**src/rtl/bridge_pkg.sv**
```systemverilog
// Shared register offsets and status-word layout for the host-to-core instruction bridge.
package bridge_pkg;

  // OBI register offsets, decoded from addr[3:2]
  localparam logic [1:0] BRIDGE_OFF_INSTR  = 2'd0;
  localparam logic [1:0] BRIDGE_OFF_STATUS = 2'd1;
  localparam logic [1:0] BRIDGE_OFF_ADDR   = 2'd2;
  localparam logic [1:0] BRIDGE_OFF_RESULT = 2'd3;

  // Bit positions inside the 16-bit host status word
  localparam int unsigned ST_ADDR_VALID     = 0;
  localparam int unsigned ST_OVERFLOW       = 1;
  localparam int unsigned ST_UNDERFLOW      = 2;
  localparam int unsigned ST_RESULT_PENDING = 3;
  localparam int unsigned ST_COUNT_LSB      = 8;
  localparam int unsigned ST_COUNT_W        = 8;
  localparam int unsigned STATUS_W          = 16;

  // Number of byte lanes on the OBI data bus
  localparam int unsigned BE_W = 4;

endpackage

```
**src/rtl/bridge_sync_fifo.sv**
```systemverilog
// Single-clock register-array FIFO; push is dropped when full, pop ignored when empty.
module bridge_sync_fifo #(
  parameter int unsigned pDATA_WIDTH = 32,
  parameter int unsigned pDEPTH      = 8
) (
  input  logic                             clk,
  input  logic                             reset_i,
  input  logic                             push,
  input  logic                             pop,
  input  logic [pDATA_WIDTH-1:0]           wdata,
  output logic                             full,
  output logic                             empty,
  output logic [$clog2(pDEPTH+1)-1:0]      count,
  output logic [pDATA_WIDTH-1:0]           head
);

  localparam int unsigned AW = $clog2(pDEPTH);
  localparam int unsigned CW = $clog2(pDEPTH + 1);

  logic [pDATA_WIDTH-1:0] mem [pDEPTH];
  logic [AW-1:0]          wr_ptr;
  logic [AW-1:0]          rd_ptr;
  logic                   push_en;
  logic                   pop_en;

  assign full    = (count == CW'(pDEPTH));
  assign empty   = (count == '0);
  assign push_en = push & ~full;
  assign pop_en  = pop & ~empty;
  assign head    = mem[rd_ptr];

  // Storage array; contents are don't-care until written, so no reset
  always_ff @(posedge clk) begin
    if (push_en) mem[wr_ptr] <= wdata;
  end

  // Pointers wrap naturally at the power-of-two depth; count tracks occupancy
  always_ff @(posedge clk or posedge reset_i) begin
    if (reset_i) begin
      wr_ptr <= '0;
      rd_ptr <= '0;
      count  <= '0;
    end else begin
      if (push_en) wr_ptr <= wr_ptr + AW'(1);
      if (pop_en)  rd_ptr <= rd_ptr + AW'(1);
      count <= count + CW'(push_en) - CW'(pop_en);
    end
  end

endmodule

```
**src/rtl/bridge_instr_fifo_obi.sv**
```systemverilog
// Host-to-core bridge: instruction FIFO, section-address mailbox and result mailbox on an OBI slave port.
module bridge_instr_fifo_obi
  import bridge_pkg::*;
#(
  parameter int unsigned pDATA_WIDTH     = 32,
  parameter int unsigned pDEPTH          = 8,
  parameter int unsigned pSTALL_ON_EMPTY = 1
) (
  input  logic                   clk,
  input  logic                   reset_i,
  input  logic                   host_instr_we,
  input  logic [pDATA_WIDTH-1:0] host_instr,
  input  logic                   host_addr_we,
  input  logic [pDATA_WIDTH-1:0] host_addr,
  input  logic                   host_result_ack,
  input  logic                   host_flag_clr,
  output logic [15:0]            host_status,
  output logic [pDATA_WIDTH-1:0] host_result,
  input  logic                   req,
  input  logic                   we,
  input  logic [3:0]             be,
  input  logic [pDATA_WIDTH-1:0] addr,
  input  logic [pDATA_WIDTH-1:0] wdata,
  output logic                   gnt,
  output logic                   rvalid,
  output logic [pDATA_WIDTH-1:0] rdata
);

  localparam int unsigned CW     = $clog2(pDEPTH + 1);
  localparam int unsigned LANE_W = pDATA_WIDTH / BE_W;

  logic                   fifo_full;
  logic                   fifo_empty;
  logic [CW-1:0]          fifo_count;
  logic [pDATA_WIDTH-1:0] fifo_head;

  logic [pDATA_WIDTH-1:0] addr_mbox;
  logic                   addr_valid;
  logic                   result_pending;
  logic                   overflow;
  logic                   underflow;

  logic [1:0]             sel;
  logic                   is_read;
  logic                   instr_rd;
  logic                   stall;
  logic                   xfer;
  logic                   addr_rd;
  logic                   result_wr;
  logic [pDATA_WIDTH-1:0] rd_data;
  logic [pDATA_WIDTH-1:0] result_merged;

  logic unused_addr_bits;
  assign unused_addr_bits = ^{addr[pDATA_WIDTH-1:4], addr[1:0]};

  // Request decode and grant; only an empty-FIFO INSTR read can be held off
  assign sel       = addr[3:2];
  assign is_read   = req & ~we;
  assign instr_rd  = is_read & (sel == BRIDGE_OFF_INSTR);
  assign stall     = instr_rd & fifo_empty & (pSTALL_ON_EMPTY != 0);
  assign gnt       = req & ~stall;
  assign xfer      = req & gnt;
  assign addr_rd   = xfer & ~we & (sel == BRIDGE_OFF_ADDR);
  assign result_wr = xfer & we & (sel == BRIDGE_OFF_RESULT);

  bridge_sync_fifo #(
    .pDATA_WIDTH (pDATA_WIDTH),
    .pDEPTH      (pDEPTH)
  ) u_fifo (
    .clk     (clk),
    .reset_i (reset_i),
    .push    (host_instr_we),
    .pop     (xfer & instr_rd),
    .wdata   (host_instr),
    .full    (fifo_full),
    .empty   (fifo_empty),
    .count   (fifo_count),
    .head    (fifo_head)
  );

  // Host status word assembled from registered state
  always_comb begin
    host_status                              = '0;
    host_status[ST_ADDR_VALID]               = addr_valid;
    host_status[ST_OVERFLOW]                 = overflow;
    host_status[ST_UNDERFLOW]                = underflow;
    host_status[ST_RESULT_PENDING]           = result_pending;
    host_status[ST_COUNT_LSB +: ST_COUNT_W]  = ST_COUNT_W'(fifo_count);
  end

  // Read-data mux; writes and empty pops return zero
  always_comb begin
    rd_data = '0;
    if (!we) begin
      unique case (sel)
        BRIDGE_OFF_INSTR:  rd_data = fifo_empty ? '0 : fifo_head;
        BRIDGE_OFF_STATUS: rd_data = pDATA_WIDTH'(host_status);
        BRIDGE_OFF_ADDR:   rd_data = addr_mbox;
        BRIDGE_OFF_RESULT: rd_data = host_result;
        default:           rd_data = '0;
      endcase
    end
  end

  // Byte-lane merge of OBI write data into the result mailbox
  always_comb begin
    result_merged = host_result;
    for (int i = 0; i < BE_W; i++) begin
      if (be[i]) result_merged[i*LANE_W +: LANE_W] = wdata[i*LANE_W +: LANE_W];
    end
  end

  // Address and result mailboxes; host load beats core clear, core write beats host ack
  always_ff @(posedge clk or posedge reset_i) begin
    if (reset_i) begin
      addr_mbox      <= '0;
      addr_valid     <= 1'b0;
      host_result    <= '0;
      result_pending <= 1'b0;
    end else begin
      if (host_addr_we) begin
        addr_mbox  <= host_addr;
        addr_valid <= 1'b1;
      end else if (addr_rd) begin
        addr_valid <= 1'b0;
      end
      if (result_wr) begin
        host_result    <= result_merged;
        result_pending <= 1'b1;
      end else if (host_result_ack) begin
        result_pending <= 1'b0;
      end
    end
  end

  // Sticky error flags; a same-cycle set overrides the host clear
  always_ff @(posedge clk or posedge reset_i) begin
    if (reset_i) begin
      overflow  <= 1'b0;
      underflow <= 1'b0;
    end else begin
      overflow  <= (host_instr_we & fifo_full) | (overflow & ~host_flag_clr);
      underflow <= (xfer & instr_rd & fifo_empty) | (underflow & ~host_flag_clr);
    end
  end

  // One-cycle OBI response for every granted request
  always_ff @(posedge clk or posedge reset_i) begin
    if (reset_i) begin
      rvalid <= 1'b0;
      rdata  <= '0;
    end else begin
      rvalid <= xfer;
      rdata  <= xfer ? rd_data : '0;
    end
  end

endmodule
```
**config.mk**
```make
export PLATFORM = sky130hd
export DESIGN_NAME = bridge_instr_fifo_obi
export DESIGN_NICKNAME = d
export VERILOG_FILES = /design/src/rtl/bridge_pkg.sv /design/src/rtl/bridge_sync_fifo.sv /design/src/rtl/bridge_instr_fifo_obi.sv
export SDC_FILE = /design/constraint.sdc
export NUM_CORES = 1
export LEC_CHECK = 0
export CORE_ASPECT_RATIO = 1.1
export CORE_UTILIZATION = 40
export CTS_BUF_LIST = sky130_fd_sc_hd__clkbuf_4 sky130_fd_sc_hd__clkbuf_8
export DETAILED_ROUTE_END_ITERATION = 8
export PLACE_DENSITY = 0.64
export SLEW_MARGIN = 20
export SYNTH_ARGS = -nofsm -noshare
export SYNTH_HDL_FRONTEND = slang
export SYNTH_SLANG_ARGS = --single-unit
export TNS_END_PERCENT = 100
```
**constraint.sdc**
```tcl
create_clock -name clk -period 11.25 [get_ports clk]
set_input_delay 2.25 -clock clk [delete_from_list [all_inputs] [get_ports clk]]
set_output_delay 2.25 -clock clk [all_outputs]
set_load 0.005 [all_outputs]
```
Word level (Yosys, flattened, before mapping)
Memory sizes are Yosys's and may differ from the RTL's.
Cells that the tools add are included.
- reduce and logical (&&, ||, !) cells: 8
- equal/unequal tests: 4
- bitwise logic cells: 23
- muxes and demuxes: 10
- $add $sub $neg: 4
- operators with widths (kind ; count):
    $pmux 32 s4 ; 1
    $mux 32 ; 3
    $and 1x1->1 ; 16
    $reduce_and 2->1 ; 4
    $add 3x1->3 const B ; 2
    $mux 1 ; 6
    $not 1->1 ; 5
    $add 4x1->4 ; 1
    $eq 2x2->1 const B ; 2
    $eq 4x4->1 const B ; 1
    $logic_not 4->1 ; 1
    $reduce_bool 2->1 ; 2
    $sub 4x1->4 ; 1
    $eq 2x1->1 const B ; 1
    $logic_not 2->1 ; 1
    $or 1x1->1 ; 2
- output and inout bits: 82
- bits in writable memories: 256
- bits in registers: 111
- memories: 1
- word-level logic and storage cells: 64
- input port bits: 140
- memories (name ; words ; width ; rd ports ; clocked after memory_dff ; write ports ; RTL line ; text):
    u_fifo.mem ; 8 ; 32 ; 1 ; 0 ; 1 ; bridge_sync_fifo.sv:20 ; logic [pDATA_WIDTH-1:0] mem [pDEPTH];

Logic depth before layout (Yosys ltp)
- depth in word-level cells: 11
- gate-level depth with buffers: 12
- depth with buffers taken out: 10

Hierarchy
A second synthesis with hierarchy kept.
- cell total of the unflattened synthesis: 770
- area total of the unflattened synthesis: 14981.9 um^2
- modules (own cells, without submodules) (module ; area each (um^2) ; instances ; cells an instance ; seq. area each (um^2)):
    bridge_sync_fifo ; 10323.7 ; 1 ; 429 ; 7937.6
    bridge_instr_fifo_obi ; 4658.2 ; 1 ; 341 ; 2527.4

Worst setup path after synthesis
Ideal clock, no wire load.
- path type: input port to flip-flop
- start point: input port host_instr_we
- end point: memory u_fifo.mem[0][0] (enable)
- buffers on the path: 1
- slack: 5.867 ns
- setup time: 0.461 ns
- data arrival time: 4.922 ns
- required time: 10.789 ns
- cell stages on the path: 4
- cell sequence: nor2b_1 > clkbuf_1 > nand2b_1 > nor3_1
- cells in the longest elaborated chain, start to end: 3
- RTL lines (what ; RTL line ; text):
    start, declared ; bridge_instr_fifo_obi.sv:11 ; input logic host_instr_we,
    $and 1x1->1 ; bridge_sync_fifo.sv:28 ; assign push_en = push & ~full;
    via u_fifo.push_en ; bridge_sync_fifo.sv:23 ; logic push_en;
    $mux 1 ; bridge_sync_fifo.sv:34 ; if (push_en) mem[wr_ptr] <= wdata;
    $mux 1 (implied by the code) ; bridge_sync_fifo.sv:34 ;
    end, declared ; bridge_sync_fifo.sv:20 ;
The timed path passes the listed nets, and every way through them passes these cells.

Worst setup path in the final report
- start point: input port addr[3]
- end point: output port gnt
- cells in the longest elaborated chain, start to end: 5
- RTL lines (what ; RTL line ; text):
    start, declared ; bridge_instr_fifo_obi.sv:22 ; input logic [pDATA_WIDTH-1:0] addr,
    $logic_not 2->1 ; bridge_instr_fifo_obi.sv:59 ; assign instr_rd = is_read & (sel == BRIDGE_OFF_INSTR);
    $and 1x1->1 ; bridge_instr_fifo_obi.sv:59 ;
    $and 1x1->1 ; bridge_instr_fifo_obi.sv:60 ; assign stall = instr_rd & fifo_empty & (pSTALL_ON_EMPTY != 0);
    $not 1->1 ; bridge_instr_fifo_obi.sv:61 ; assign gnt = req & ~stall;
    $and 1x1->1 ; bridge_instr_fifo_obi.sv:61 ;
    end, declared ; bridge_instr_fifo_obi.sv:24 ; output logic gnt,
Every way passes these cells.

==> impl_metrics.yaml <==
yosys:
  synth_area_per_cell_sq_um: 17.1
  synthArstFlopShare_pct: 30.2
  synth_edf_count: 256
  synth.area.top_cells: "edfxtp_1 (52%), dfrtp_1 (19%), mux2_2 (5.0%)"
  synth_top_family_by_area: "multiplexers"
  synthCells: 856
  synth_top_cell_area_share_pct: 52.5
  synth_xor_area_share_pct: 0.359
  yosys.area_share.adder_pct: 0.820
  yosys_register_bits: 367
  yosys.area.top_type: "edfxtp_1"
  synth_most_common_cell: "edfxtp_1"
  yosys_warnings: 0
  synth_flop_cell: "edfxtp_1"
  yosysSeqAreaShare_pct: 71.5
  synth_compound_area_share_pct: 6.58
  synth.mux.area_fraction_pct: 14.9
  syn-cell-area_sq_um: 14600
  synth_simple_gate_area_share_pct: 3.07
  synthDistinctLibCells: 37
  ys_top_cells_by_count: "edfxtp_1 (256), dfrtp_1 (111), mux2i_1 (72)"
setup_path:
  path_class: "in -> out"
  worst_setup_path_end_kind: "output port"
  crit_path_max_fanout: 38
  crit-reg2reg-launch: "u_fifo.count[2]"
  cp.required_ps: 9000
  rr_endpoint: "u_fifo.mem[6][5]"
  startpoint_type: "input port"
  reg2reg_slack_ps: 8170
  ff2ff_path_depth: 7
  cp.arrival_ps: 3870
global_routing:
  grtUsageTotal_pct: 17.7
  grt_pass1_vias: 8388
  grt_max_degree: 67
  grt_pass1_wl_um: 49500
  antenna_found_initial: 4
  grt_overflow: 0
pwr:
  ir_drop_uv: 141
  p_per_area_nw_per_um2: 214
  leakage_nw: 6.53
  fin_total_pwr_w: 0.00388
timing:
  finClkSkew_ps: 26.9
  finalHoldViolCount: 0
  period_share_pct: 54.4
  worstMarginPinSlew_ps: 1040
  finalMaxSlewViolations: 0
  fin_setup_tns_ps: 0
  max_freq_mhz: 163
  rsz0062_at_grt: "false"
  max-slew-margin-rel_pct: 30.6
  fin_hold_ws_ps: 509
  setup_ws_ps: 5130
  finalCriticalPeriod_ps: 6120
  setup-violations-final: 0
run:
  drv_cap: 0
route:
  wl_per_cell_um: 20.6
  drtAntennaViolNets: 0
  drt_iter0_markers: 551
  via_per_inst: 5.08
  dr.pass1.iters: 5
  num_vias: 8071
  routed_wl_um: 32700
  route.detailed.drc: 0
final_layout:
  fillCellCount: 2992
  nNetsFinal: 1204
  syn2layout_area_growth_pct: 23.6
  regArea_sq_um: 10500
  drive_gt1_share_pct: 20.8
  multiInputGateArea_sq_um: 3840
die:
  chipHeight_um: 203
  die-area_sq_um: 37400
  start_util_pct: 40.6
  num_io_pins: 222
  core.rowCount: 73
  die_x_um: 184
  coreArea_sq_um: 36100
cts:
  hold_buffers: 0
  cts_resized: 0
  post-cts-setup-buffers: 0
  cts_htree_levels: 2
  cts.reportedPaths.clkPinSlew_ps: 70
  root_buffer: "clkbuf_8"
  cts_tree: "built"
  clock_sinks: 367
  numCtsBuffers: 56
  clk_path_buf_depth: 3
  insertion_delay_ps: 610
run_status:
  outcome: "complete, no violations"
placement:
  dp_slack_ps: 5140
  place.port_buffers: 183
  place.gp.congestion: 0.764
  place_hpwl_um: 19700
min_path:
  min_path_cells: 1
  worst_hold_startpoint: "addr_valid"
  holdPathEnd: "addr_valid"
  hold_class: "reg -> reg"
-- routing by layer --
layer / vias up / GRT usage, % / part of all wire [%]
met5: - / 0 / 0.089
met4: 4 / 5.36 / 2.0
met3: 50 / 3.98 / 6.4
met2: 249 / 28.9 / 48
met1: 4080 / 23.6 / 43
li1: 3688 / - / -
-- worst max path at each step --
stage / start / to / slack, ps
after floorplan: host_instr_we / u_fifo.mem[0][0] / 5870
after global placement: addr[3] / gnt / 5150
final: addr[3] / gnt / 5130
after global routing: addr[3] / gnt / 5100
after CTS: addr[3] / gnt / 5130
after detailed placement: addr[3] / gnt / 5140
-- where the power goes --
| group | total, W | switching (W) | internal (W) |
|---|---|---|---|
| sequential | 0.00180 | 0.000137 | 0.00167 |
| combinational | 0.000964 | 0.000504 | 0.000460 |
| clock | 0.00111 | 0.000492 | 0.000621 |
| total | 0.00388 | 0.00113 | 0.00275 |
-- final cells by class --
cell class / instances / share of cell area (%)
antenna: 2 / 0.0277
clock buffer: 83 / 5.59
clock inverter: 19 / 0.802
inverter: 11 / 0.242
multi-input combinational: 417 / 21.2
sequential: 367 / 57.9
tap: 487 / 3.37
timing repair buffer: 202 / 10.9
-- cells by family after synthesis --
| family | count (synthesis) |
|---|---|
| muxes | 170 |
| and+or+nand+nor | 89 |
| AOI/OAI and AO/OA | 135 |
| other | 1 |
| buffers and inverters | 79 |
| DFF | 367 |
| adders and majority gates | 9 |
| xor gates and xnor gates | 6 |
-- state kept, by name, indices dropped and copies added (netlist names), 3 cells and up --
| signal | count |
|---|---|
| addr_mbox | 32 |
| host_result | 32 |
| rdata | 32 |
| u_fifo.count | 4 |
| u_fifo.mem | 256 |
| u_fifo.rd_ptr | 3 |
| u_fifo.wr_ptr | 3 |
-- critical path, cell delays in order --
cell	delay, ps
clkdlybuf4s50_1	400
buf_4	260
o41a_1	480
clkdlybuf4s50_1	460
-- cells in the final DEF (no fill, tap or decap), drive strengths merged, types with 3 or more instances in the layout --
master,instances
ha,8
xor2,3
dfrtp,111
conb,8
clkdlybuf4s50,182
xnor2,3
mux2,66
clkinv,14
a21o,3
o2bb2ai,24
nor2,7
clkbuf,83
inv,13
nor2b,28
mux2i,72
buf,20
edfxtp,256
a21oi,33
a22oi,32
o211ai,40
mux4,32
nand2,41
nand2b,4
-- metrics by stage --
step / instances / util [%] / area, sq um
6_report: 1588 / 50.2 / 18100
5_1_grt: 1587 / 50.1 / 18100
4_1_cts: 1586 / 50.1 / 18100
3_5_place_dp: 1484 / 46.9 / 16900
3_3_place_gp: 1484 / 46.9 / 16900
2_1_floorplan: 863 / - / 14700
Power figures use the tool's default switching activity.
